`src/rtl/mtrx_transform.sv`:
```
// ============================================================================
// Module   : mtrx_transform
// Function : R = T x V for 4x4 Q1.10.5 matrices on one shared MAC unit, with
//            an atomic commit of the result, overflow flag and state code.
// Revision : 1.0
// ============================================================================
`default_nettype none

module mtrx_transform (
  input  logic         CLK,
  input  logic         rst,
  input  logic         start,
  input  logic [255:0] tIn,
  input  logic [255:0] vIn,
  input  logic [3:0]   stateIn,
  output logic         busy,
  output logic         done,
  output logic         ovf,
  output logic [255:0] mtrxOut,
  output logic [3:0]   matrixState
);

  typedef enum logic [1:0] {
    S_IDLE   = 2'd0,
    S_MAC    = 2'd1,
    S_COMMIT = 2'd2
  } state_t;

  state_t              r_state;
  state_t              w_next;

  logic [255:0]        r_t;
  logic [255:0]        r_v;
  logic [3:0]          r_st;
  logic [15:0]         r_scr [0:15];
  logic signed [33:0]  r_acc;
  logic [1:0]          r_i;
  logic [1:0]          r_j;
  logic [1:0]          r_k;
  logic                r_wovf;
  logic                r_done;
  logic                r_ovf;
  logic [255:0]        r_mtrx;
  logic [3:0]          r_mstate;

  logic [7:0]          w_toff;
  logic [7:0]          w_voff;
  logic signed [15:0]  w_t;
  logic signed [15:0]  w_v;
  logic signed [31:0]  w_prod;
  logic signed [33:0]  w_sum;
  logic signed [33:0]  w_shf;
  logic [15:0]         w_sat;
  logic                w_sat_flag;
  logic [255:0]        w_pack;
  logic                w_last;

  // Element n = 4*col + row sits at bit offset 16*(15-n), i.e. {~n, 4'b0}.
  assign w_toff = {~{r_k, r_i}, 4'b0000};
  assign w_voff = {~{r_j, r_k}, 4'b0000};
  assign w_t    = r_t[w_toff +: 16];
  assign w_v    = r_v[w_voff +: 16];
  assign w_prod = w_t * w_v;
  assign w_sum  = r_acc + {{2{w_prod[31]}}, w_prod};
  assign w_shf  = w_sum >>> 5;
  assign w_last = (r_i == 2'd3) && (r_j == 2'd3) && (r_k == 2'd3);

  always_comb begin
    w_sat      = w_shf[15:0];
    w_sat_flag = 1'b0;
    if (w_shf > 34'sd32767) begin
      w_sat      = 16'h7FFF;
      w_sat_flag = 1'b1;
    end else if (w_shf < -34'sd32768) begin
      w_sat      = 16'h8000;
      w_sat_flag = 1'b1;
    end
  end

  always_comb begin
    w_pack = '0;
    for (int n = 0; n < 16; n++) begin
      w_pack[(15 - n) * 16 +: 16] = r_scr[n];
    end
  end

  always_comb begin
    w_next = r_state;
    case (r_state)
      S_IDLE:   if (start) w_next = S_MAC;
      S_MAC:    if (w_last) w_next = S_COMMIT;
      S_COMMIT: w_next = S_IDLE;
      default:  w_next = S_IDLE;
    endcase
  end

  always_ff @(posedge CLK or posedge rst) begin
    if (rst) begin
      r_state <= S_IDLE;
    end else begin
      r_state <= w_next;
    end
  end

  always_ff @(posedge CLK or posedge rst) begin
    if (rst) begin
      r_t      <= '0;
      r_v      <= '0;
      r_st     <= '0;
      r_acc    <= '0;
      r_i      <= '0;
      r_j      <= '0;
      r_k      <= '0;
      r_wovf   <= 1'b0;
      r_done   <= 1'b0;
      r_ovf    <= 1'b0;
      r_mtrx   <= '0;
      r_mstate <= '0;
      for (int n = 0; n < 16; n++) begin
        r_scr[n] <= '0;
      end
    end else begin
      r_done <= 1'b0;
      case (r_state)
        S_IDLE: begin
          if (start) begin
            r_t    <= tIn;
            r_v    <= vIn;
            r_st   <= stateIn;
            r_acc  <= '0;
            r_wovf <= 1'b0;
            r_i    <= '0;
            r_j    <= '0;
            r_k    <= '0;
          end
        end
        S_MAC: begin
          if (r_k == 2'd3) begin
            r_scr[{r_j, r_i}] <= w_sat;
            r_acc             <= '0;
            if (w_sat_flag) r_wovf <= 1'b1;
          end else begin
            r_acc <= w_sum;
          end
          // Counters wrap naturally: k inner, i middle, j outer.
          r_k <= r_k + 2'd1;
          if (r_k == 2'd3) begin
            r_i <= r_i + 2'd1;
            if (r_i == 2'd3) r_j <= r_j + 2'd1;
          end
        end
        S_COMMIT: begin
          r_mtrx   <= w_pack;
          r_mstate <= r_st;
          r_ovf    <= r_wovf;
          r_done   <= 1'b1;
        end
        default: ;
      endcase
    end
  end

  assign busy        = (r_state != S_IDLE);
  assign done        = r_done;
  assign ovf         = r_ovf;
  assign mtrxOut     = r_mtrx;
  assign matrixState = r_mstate;

endmodule

`default_nettype wire
```
`config.mk`:
```
export PLATFORM = sky130hd
export DESIGN_NAME = mtrx_transform
export DESIGN_NICKNAME = d
export VERILOG_FILES = /design/src/rtl/mtrx_transform.sv
export SDC_FILE = /design/constraint.sdc
export NUM_CORES = 2
export LEC_CHECK = 0
export BUFFER_PORTS_ARGS = -buffer_cell sky130_fd_sc_hd__buf_2
export CAP_MARGIN = 40
export CORE_MARGIN = 4
export CORE_UTILIZATION = 40
export CTS_BUF_LIST = sky130_fd_sc_hd__clkbuf_4 sky130_fd_sc_hd__clkbuf_8
export DETAILED_ROUTE_END_ITERATION = 7
export MAX_ROUTING_LAYER = met4
export PLACE_DENSITY_LB_ADDON = 0.1
export SYNTH_ARGS = -nofsm -noshare
export SYNTH_HDL_FRONTEND = slang
export SYNTH_SLANG_ARGS = --single-unit
```
`constraint.sdc`:
```
create_clock -name CLK -period 51.1 [get_ports CLK]
set_input_delay 2.555 -clock CLK [delete_from_list [all_inputs] [get_ports CLK]]
set_output_delay 2.555 -clock CLK [all_outputs]
set_load 0.05 [all_outputs]
```
==> flow_summary.ini <==
[timing]
setup_repair_after_global_routing_missed_its_margin = no
final_max_slew_viol_count = 0
transition_at_the_pin_with_the_smallest_max_transition_slack_ns = 1.06
final-hold-violation-count = 0
tns_ns = 0
final.period_utilization_pct = 27.5
maxClockFrequency_mhz = 71.0
final_period_demand_of_the_worst_path_ns = 14.08
finalClockSkew_ns = 0.0689
timing.final.setup_violations = 0
worst_slew_margin_rel_pct = 29.5

[clocking]
post_cts_resized = 0
cts_made_buffers = 187
cts_htree_levels = 4
clock_tree.root_cell = sky130_fd_sc_hd__clkbuf_8
postCtsHoldBufs = 0
postCtsSetupRepairBufs = 0
worstSkewPairLatency_ns = 0.92
cts_sinks = 1077
path_clk_slew_ns = 0.06
cts_max_path_buffers = 3
cts_tree = built

[grt]
globalRoute.totalOverflow = 0
top_usage_layer = met2
globalRouteTotalUtil_pct = 25.2
grt_start_max_net_pins = 177
groute.layer.met3.usage_pct = 7.35
grt_use_met1_pct = 31.9
grt_antenna_before_repair = 113
grt_first_pass_wirelength_mm = 269
grt_pass1_vias = 41362
grt.met2_usage_pct = 39.5

[synthesis]
synth_edf_count = 0
yosys.cell_count.top_type = sky130_fd_sc_hd__dfrtp_1
async_reset_ff_share_pct = 100
syn_area_sq_mm = 0.0560
synth_top_cell_by_area = sky130_fd_sc_hd__dfrtp_1
synth.avg_cell_area_sq_um = 11.3
post_syn_nets = 5874
synthDominantCellAreaShare_pct = 48.1
netlist_top_cells_count = sky130_fd_sc_hd__dfrtp_1 (1077), sky130_fd_sc_hd__nand2_1 (960), sky130_fd_sc_hd__mux2_2 (528)
yosys_warnings = 0
synthTopCellsByArea = sky130_fd_sc_hd__dfrtp_1 (48%), sky130_fd_sc_hd__mux2_2 (11%), sky130_fd_sc_hd__fa_1 (9.4%), sky130_fd_sc_hd__nand2_1 (6.4%), sky130_fd_sc_hd__mux4_2 (5.7%)
syn-instance-count = 4966
synth_cell_type_count = 76
ys_ff_latch = 1077
synth_ff_type = sky130_fd_sc_hd__dfrtp_1
seq_area_frac_synth_pct = 48.1

[status]
status = finished clean

[worst_setup_path]
path_max_fanout = 57
worstSetupPathType = reg -> reg
cell_occurring_most_often_along_the_worst_timing_path = sky130_fd_sc_hd__buf_4
worst_path_required_ns = 51.82
worst-endpoint-arrival_ns = 14.79
endpoint_kind = flip-flop
cp_slowest_stage_delay_ns = 0.81
startpoint_type = flip-flop
timing.critical_path.slowest_stage_cell = sky130_fd_sc_hd__dfrtp_4

[layout]
regArea_sq_mm = 0.0270
design.final.nets = 6655
total_area_of_multi_input_combinational_cells_sq_mm = 0.0268
post_route_cells_drive_above_1_share_pct = 32.7
n_fill_cell = 13071
post_layout_nonfiller_instances = 7851
synth_to_final_area_change_pct = 19.3

[detailed_routing]
detail_route.wirelength_mm = 180
drc = 0
vias = 40196
post_drt_wl_per_cell_um = 22.9
routed_via_density = 5.12
antenna_violating_nets_post_route = 0
firstDrtPassIters = 6
drt_iter0_markers = 2967

[die]
initial_utilization_pct = 40.2
design.die.area_sq_mm = 0.146
core_area_sq_mm = 0.139
vertical_extent_of_the_die_um = 382
num_rows = 137
boundaryPins = 782
horizontal_die_dimension_um = 382

[placement]
place.detailed.hpwl_mm = 134
dpl.cell_count = 7433
place_congestion = 0.890
io_buffers = 781

[min_path]
hold_path.class = reg -> reg

[flow_run]
timing.max_cap.violations = 0
## worst paths after layout
| kind | from | endpoint | slack, ns | cells after the start |
|---|---|---|---|---|
| max | r_k[0] | r_scr[103] | 37.02 | 43 |
| min | r_scr[173] | mtrxOut[173] | 0.44 | 2 |
| max reg2reg | r_k[0] | r_scr[103] | 37.02 | 43 |
| min reg2reg | r_scr[173] | mtrxOut[173] | 0.44 | 2 |
| max in group asynchronous | rst | mtrxOut[231] | 46.05 | 8 |
| min in group asynchronous | rst | r_t[140] | 1.72 | 2 |
## through the flow
stage               setup slack (ns)  hold WS (ns)  util [%]  cell area [sq um]
floorplan                      18.23         0.435         -              56000
global placement               36.39         0.443      44.4              61800
detailed placement             36.87         0.449      44.9              62600
CTS                            36.91         0.451      47.8              66600
global route                   36.06         0.467      47.9              66800
finish                         37.02         0.438      48.0              66800
## registers in the layout, indices dropped and copies added, names as in the netlist
signal       cells
mtrxOut        256
r_scr          256
r_t            256
r_v            256
r_acc           34
matrixState      4
r_st             4
r_i              2
r_j              2
r_k              2
r_state          2
done             1
ovf              1
r_wovf           1
## cell usage in the layout, fill, tap and decap left out, types with 142 or more instances in the layout
master / count
sky130_fd_sc_hd__a31oi_1: 228
sky130_fd_sc_hd__buf_2: 781
sky130_fd_sc_hd__clkbuf_8: 226
sky130_fd_sc_hd__dfrtp_1: 1073
sky130_fd_sc_hd__fa_1: 263
sky130_fd_sc_hd__inv_1: 342
sky130_fd_sc_hd__mux2_2: 528
sky130_fd_sc_hd__mux4_2: 142
sky130_fd_sc_hd__nand2_1: 960
sky130_fd_sc_hd__nor2_1: 435
## cells by family after synthesis
logic type                 after synthesis  share of synthesized area [%]
AOI/OAI and AO/OA                      527                           6.32
xor gates and xnor gates                61                          0.954
adders and majority gates              389                           12.2
buffers and inverters                  641                           4.37
DFF                                   1077                           48.1
muxes                                  693                           16.7
and+or+nand+nor                       1578                           11.3
## layer usage
layer	part of all wire (%)	vias to the layer above
li1	-	18452
met1	42	20273
met2	48	1225
met3	7.8	246
met4	2.6	0
met5	0	-
## critical path: cells and delay by family, from the launching register on
kind                       cells  cell delay, ns
AOI/OAI and AO/OA             15            3.49
xor gates and xnor gates       1            0.15
adders and majority gates      8            3.42
buffers and inverters         11            3.73
DFF                            1            0.81
muxes                          1            0.57
and+or+nand+nor                7            1.70
## cell type report
| cell class | count | area share (%) |
|---|---|---|
| Inverter | 346 | 1.97 |
| Timing Repair Buffer | 887 | 7.81 |
| Multi-Input combinational cell | 3248 | 40.1 |
| Antenna cell | 100 | 0.374 |
| Clock inverter | 31 | 0.601 |
| Sequential cell | 1077 | 40.3 |
| Clock buffer | 286 | 5.33 |
| Tap cell | 1876 | 3.51 |
Power is not shown: default switching activity piles up to over one toggle a cycle in this logic, so the estimate is an artifact.
